File: src/rtl/slave_req_scheduler.sv
// Per-slave request scheduler: round-robin grant between two masters, command
// forwarding to one slave, and an in-order tag FIFO that steers read data back.
module slave_req_scheduler #(
  parameter int ADDR_W    = 32,
  parameter int DATA_W    = 32,
  parameter int SLAVE_ID  = 0,
  parameter int TAG_DEPTH = 4
) (
  input  logic              clk,
  input  logic              rst,
  input  logic              m0_req,
  input  logic              m0_cmd,
  input  logic [ADDR_W-1:0] m0_addr,
  input  logic [DATA_W-1:0] m0_wdata,
  input  logic              m1_req,
  input  logic              m1_cmd,
  input  logic [ADDR_W-1:0] m1_addr,
  input  logic [DATA_W-1:0] m1_wdata,
  output logic              m0_ack,
  output logic              m1_ack,
  output logic              m0_resp,
  output logic              m1_resp,
  output logic [DATA_W-1:0] m0_rdata,
  output logic [DATA_W-1:0] m1_rdata,
  output logic              s_req,
  output logic              s_cmd,
  output logic [ADDR_W-1:0] s_addr,
  output logic [DATA_W-1:0] s_wdata,
  input  logic              s_ack,
  input  logic              s_resp,
  input  logic [DATA_W-1:0] s_rdata,
  output logic              proto_err
);

  localparam int PTR_W = (TAG_DEPTH > 1) ? $clog2(TAG_DEPTH) : 1;
  localparam int CNT_W = PTR_W + 1;
  localparam logic [CNT_W-1:0] FULL_CNT = CNT_W'(TAG_DEPTH);
  localparam logic SLAVE_BIT = (SLAVE_ID != 0) ? 1'b1 : 1'b0;

  typedef enum logic [1:0] {
    IDLE   = 2'd0,
    GRANT0 = 2'd1,
    GRANT1 = 2'd2
  } state_t;

  state_t                 state_r;
  logic                   last_mas_r;
  logic [TAG_DEPTH-1:0]   tag_mem_r;
  logic [PTR_W-1:0]       wr_ptr_r;
  logic [PTR_W-1:0]       rd_ptr_r;
  logic [CNT_W-1:0]       count_r;
  logic                   proto_err_r;

  logic elig0_s;
  logic elig1_s;
  logic full_s;
  logic accept_s;
  logic push_s;
  logic pop_s;
  logic head_tag_s;

  assign elig0_s  = m0_req & (m0_addr[ADDR_W-1] == SLAVE_BIT);
  assign elig1_s  = m1_req & (m1_addr[ADDR_W-1] == SLAVE_BIT);
  assign full_s   = (count_r == FULL_CNT);
  assign accept_s = s_req & s_ack;
  assign push_s   = accept_s & ~s_cmd;
  assign pop_s    = s_resp & (count_r != {CNT_W{1'b0}});
  assign head_tag_s = tag_mem_r[rd_ptr_r];
  assign proto_err  = proto_err_r;

  // Forward the granted master's command; the slave sees nothing outside a grant.
  always_comb begin
    s_req   = 1'b0;
    s_cmd   = 1'b0;
    s_addr  = {ADDR_W{1'b0}};
    s_wdata = {DATA_W{1'b0}};
    case (state_r)
      GRANT0: begin
        s_req   = elig0_s & ~full_s;
        s_cmd   = m0_cmd;
        s_addr  = m0_addr;
        s_wdata = m0_wdata;
      end
      GRANT1: begin
        s_req   = elig1_s & ~full_s;
        s_cmd   = m1_cmd;
        s_addr  = m1_addr;
        s_wdata = m1_wdata;
      end
      default: begin
        s_req   = 1'b0;
        s_cmd   = 1'b0;
        s_addr  = {ADDR_W{1'b0}};
        s_wdata = {DATA_W{1'b0}};
      end
    endcase
  end

  // Route the accept back to the granted master and read data to the head tag owner.
  always_comb begin
    m0_ack   = accept_s & (state_r == GRANT0);
    m1_ack   = accept_s & (state_r == GRANT1);
    m0_resp  = pop_s & ~head_tag_s;
    m1_resp  = pop_s & head_tag_s;
    m0_rdata = {DATA_W{1'b0}};
    m1_rdata = {DATA_W{1'b0}};
    if (m0_resp) begin
      m0_rdata = s_rdata;
    end else begin
      m0_rdata = {DATA_W{1'b0}};
    end
    if (m1_resp) begin
      m1_rdata = s_rdata;
    end else begin
      m1_rdata = {DATA_W{1'b0}};
    end
  end

  // Grant state machine; a dropped or retargeted request abandons the grant without touching priority.
  always_ff @(posedge clk) begin
    if (rst) begin
      state_r    <= IDLE;
      last_mas_r <= 1'b1;
    end else begin
      case (state_r)
        IDLE: begin
          if (elig0_s && elig1_s) begin
            state_r <= last_mas_r ? GRANT0 : GRANT1;
          end else if (elig0_s) begin
            state_r <= GRANT0;
          end else if (elig1_s) begin
            state_r <= GRANT1;
          end else begin
            state_r <= IDLE;
          end
        end
        GRANT0: begin
          if (accept_s) begin
            last_mas_r <= 1'b0;
            state_r    <= IDLE;
          end else if (!elig0_s) begin
            state_r <= IDLE;
          end else begin
            state_r <= GRANT0;
          end
        end
        GRANT1: begin
          if (accept_s) begin
            last_mas_r <= 1'b1;
            state_r    <= IDLE;
          end else if (!elig1_s) begin
            state_r <= IDLE;
          end else begin
            state_r <= GRANT1;
          end
        end
        default: begin
          state_r <= IDLE;
        end
      endcase
    end
  end

  // Outstanding-read tag FIFO and sticky protocol error on an unexpected response.
  always_ff @(posedge clk) begin
    if (rst) begin
      tag_mem_r   <= {TAG_DEPTH{1'b0}};
      wr_ptr_r    <= {PTR_W{1'b0}};
      rd_ptr_r    <= {PTR_W{1'b0}};
      count_r     <= {CNT_W{1'b0}};
      proto_err_r <= 1'b0;
    end else begin
      if (push_s) begin
        tag_mem_r[wr_ptr_r] <= (state_r == GRANT1);
        wr_ptr_r            <= wr_ptr_r + 1'b1;
      end
      if (pop_s) begin
        rd_ptr_r <= rd_ptr_r + 1'b1;
      end
      if (push_s && !pop_s) begin
        count_r <= count_r + 1'b1;
      end else if (pop_s && !push_s) begin
        count_r <= count_r - 1'b1;
      end
      if (s_resp && (count_r == {CNT_W{1'b0}})) begin
        proto_err_r <= 1'b1;
      end
    end
  end

endmodule

File: config.mk
export PLATFORM = sky130hd
export DESIGN_NAME = slave_req_scheduler
export DESIGN_NICKNAME = d
export VERILOG_FILES = /design/src/rtl/slave_req_scheduler.sv
export SDC_FILE = /design/constraint.sdc
export NUM_CORES = 1
export LEC_CHECK = 0
export BUFFER_PORTS_ARGS = -buffer_cell sky130_fd_sc_hd__buf_2
export CAP_MARGIN = 10
export CORE_AREA = 10 10 110 112
export CTS_BUF_LIST = sky130_fd_sc_hd__clkbuf_4
export CTS_CLUSTER_DIAMETER = 80
export DETAILED_ROUTE_END_ITERATION = 6
export DIE_AREA = 0 0 120 122
export MAX_ROUTING_LAYER = met4
export PLACE_DENSITY = 0.73
export SYNTH_ARGS = -nofsm -noshare
export SYNTH_HDL_FRONTEND = slang
export SYNTH_SLANG_ARGS = --single-unit
File: constraint.sdc
create_clock -name clk -period 4.4 [get_ports clk]
set_input_delay 0.88 -clock clk [delete_from_list [all_inputs] [get_ports clk]]
set_output_delay 0.88 -clock clk [all_outputs]
set_load 0.02 [all_outputs]
==> impl_metrics.yaml <==
sta:
  finalSetupViolCount: 0
  fin_crit_ns: 3.19
  slew_violations: 0
  hold_viol_final: 0
  tns_ns: 0
  tightestPinTransition_ns: 0.668
  fmax_mhz: 314
  rsz0062_at_grt: "no"
  slew_headroom_pct: 55.5
  setup_ws_ns: 1.21
  skew_ns: 0.00208
  timing.final.crit_share_pct: 72.4
clock_tree:
  clock_insertion_delay_worst_skew_ns: 0.29
  clockRootBuffer: "clkbuf_4"
  cts_tree: "yes"
  cts.sinks: 15
  cts_hold_buf: 0
  post_cts_resize_count: 0
  cts_setup_buffers: 0
  clock_path_buffers: 2
  htreeDepth: 1
  cts_buffers: 3
  path_clk_slew_ns: 0.09
critical_path:
  cp.arrival_ns: 2.31
  r2r-start: "state_r[1]"
  cp.required_ns: 3.52
  crit_path_start_kind: "flop"
  cp-end-kind: "output port"
  r2r_setup_slack_ns: 1.39
  reg2reg_depth: 10
  cp_max_fo: 41
  reg2reg_to: "count_r[2]"
  crit_type: "reg2out"
global_route:
  grt_pass1_wl_mm: 17.6
  gr-usage-all-layers_pct: 14.9
  grt-ovfl-total: 0
  antenna_found_initial: 0
  grt_max_degree: 68
  grt_pass1_vias: 3318
die:
  start_util_pct: 24.2
  die_area_mm2: 0.0146
  io_pins: 303
  num_rows: 37
  core_mm2: 0.0100
  die_w_um: 120
  fp.dieH_um: 122
placement:
  dp_hpwl_mm: 10.6
  portBuffers: 302
  placed_cell_area_mm2: 0.00400
  gp_congestion: 0.848
  placed_cells: 727
  detailedPlace.worstSlack_ns: 1.40
yosys:
  seq_area_frac_synth_pct: 12.3
  synth_warnings: 0
  yosysMostFrequentCell: "a22oi_1"
  syn-instance-count: 315
  netlist_area_mm2: 0.00243
  synth_area_leaders: "a22oi_1 (20%), nor2b_1 (16%), dfxtp_1 (12%)"
  synth_top_flop_cell: "dfxtp_1"
  synth_common_cells: "a22oi_1 (65), nor2b_1 (64), and2_1 (37)"
  async_flop_share_pct: 0
  synth_edf_count: 0
  syn-num-nets: 494
  synth.largest_area_cell: "a22oi_1"
  ys_ff_latch: 15
  synth.top_cell.area_share_pct: 20.0
  avgSynthCellArea_um2: 7.73
  synth.distinct_cells: 39
power_and_ir_drop:
  power.density_mw_per_mm2: 212
  vdd_drop_max_mv: 0.120
  p_leak_nw: 2.20
routing:
  postRouteAntennaNets: 0
  first_iter_violations: 133
  via_per_inst: 4.53
  vias: 3314
  dr.pass1.iters: 4
  wl_per_cell_um: 16.7
  route.detailed.drc: 0
  routed_wl_mm: 12.2
cells_and_area:
  fillers: 1046
  nets: 775
  syn_to_final_growth_pct: 65.4
  regArea_um2: 300
  post-route-util_pct: 40.1
  diodes: 0
  fin_area_mm2: 0.00403
  stdcell_count: 731
  drive_above_1_share_pct: 58.8
  multi_input_area_mm2: 0.00197
hold_path:
  worstHoldStart: "tag_mem_r[3]"
  min_path_cells: 2
  hp-class: "reg2reg"
  hold-path-endpoint: "tag_mem_r[3]"
run:
  drv_cap: 0
run_status:
  status: "completed"
-- final cells by class --
class	count	area share [%]
clock inverters	1	0.124
multi-input cells	265	49.0
flip-flops and latches	15	7.46
inverters	6	0.559
repair buffers	305	38.1
well taps	136	4.23
clock buffers	3	0.559
-- how the worst max path moves through the flow --
| stage | from | to | slack, ns | depth (start not counted) |
|---|---|---|---|---|
| 3_5_place_dp | s_resp | m1_rdata[2] | 1.40 | 5 |
| 2_1_floorplan | m1_cmd | count_r[2] | 1.63 | 10 |
| 4_1_cts | state_r[0] | s_wdata[20] | 1.19 | 5 |
| 5_1_grt | state_r[1] | s_wdata[24] | 1.02 | 5 |
| 3_3_place_gp | s_resp | m1_rdata[9] | 1.39 | 5 |
| 6_report | state_r[1] | s_wdata[20] | 1.21 | 5 |
-- per-layer routing --
layer / track usage [%] / vias up / wire length, µm
li1: - / 1654 / -
met1: 18.1 / 1464 / 5170
met2: 24.7 / 192 / 5830
met3: 4.21 / 4 / 1150
met4: 1.81 / 0 / 48
met5: - / - / 0
-- state kept, by name, summed over array words and instances, names as in the netlist --
| name | count |
|---|---|
| proto_err | 1 |
| rd_ptr_r | 2 |
| tag_mem_r | 4 |
| wr_ptr_r | 2 |
| count_r | 3 |
| state_r | 2 |
| last_mas_r | 1 |
-- cells in the final DEF, fill, tap and decap left out, types with 4 or more instances in the layout --
master	netlist	final
o21ai_0	4	4
xor2_1	4	4
buf_2	2	302
nor2_1	8	8
inv_1	6	6
nand2b_1	7	7
nor2b_1	64	64
dfxtp_1	15	15
nand3_1	5	5
mux2i_1	6	6
and2_1	37	37
ha_1	10	8
a22oi_1	65	65
a21oi_1	4	4
and2_4	29	29
-- through the flow --
step           total power, mW  hold WS, ns
2_1_floorplan            0.575        0.445
3_3_place_gp             0.780        0.458
3_5_place_dp             0.785        0.461
4_1_cts                  0.867        0.481
5_1_grt                  0.934        0.507
6_report                 0.855        0.477
-- critical path, stage by stage (launching register included) --
cell	delay [ns]
dfxtp_1	0.39
inv_1	0.08
ha_1	0.71
buf_4	0.41
nor2b_1	0.22
buf_2	0.19
-- where the power goes --
group	switching (mW)	total [mW]	leakage, nW	internal (mW)
registers	0.0228	0.180	0.122	0.157
clock network	0.0458	0.0796	0.0177	0.0338
logic	0.345	0.595	2.06	0.251
-- kinds of logic (layout without fill, tap and decap cells) --
group | after synthesis | count (layout) | share of synthesized area [%]
xor+xnor | 4 | 4 | 1.44
compound gates | 79 | 79 | 24.7
fa+ha+maj | 11 | 11 | 5.96
flops | 15 | 15 | 12.3
buf+inv | 35 | 315 | 6.89
mux | 7 | 7 | 3.39
simple gates | 164 | 164 | 45.3
Power figures use the tool's default switching activity.
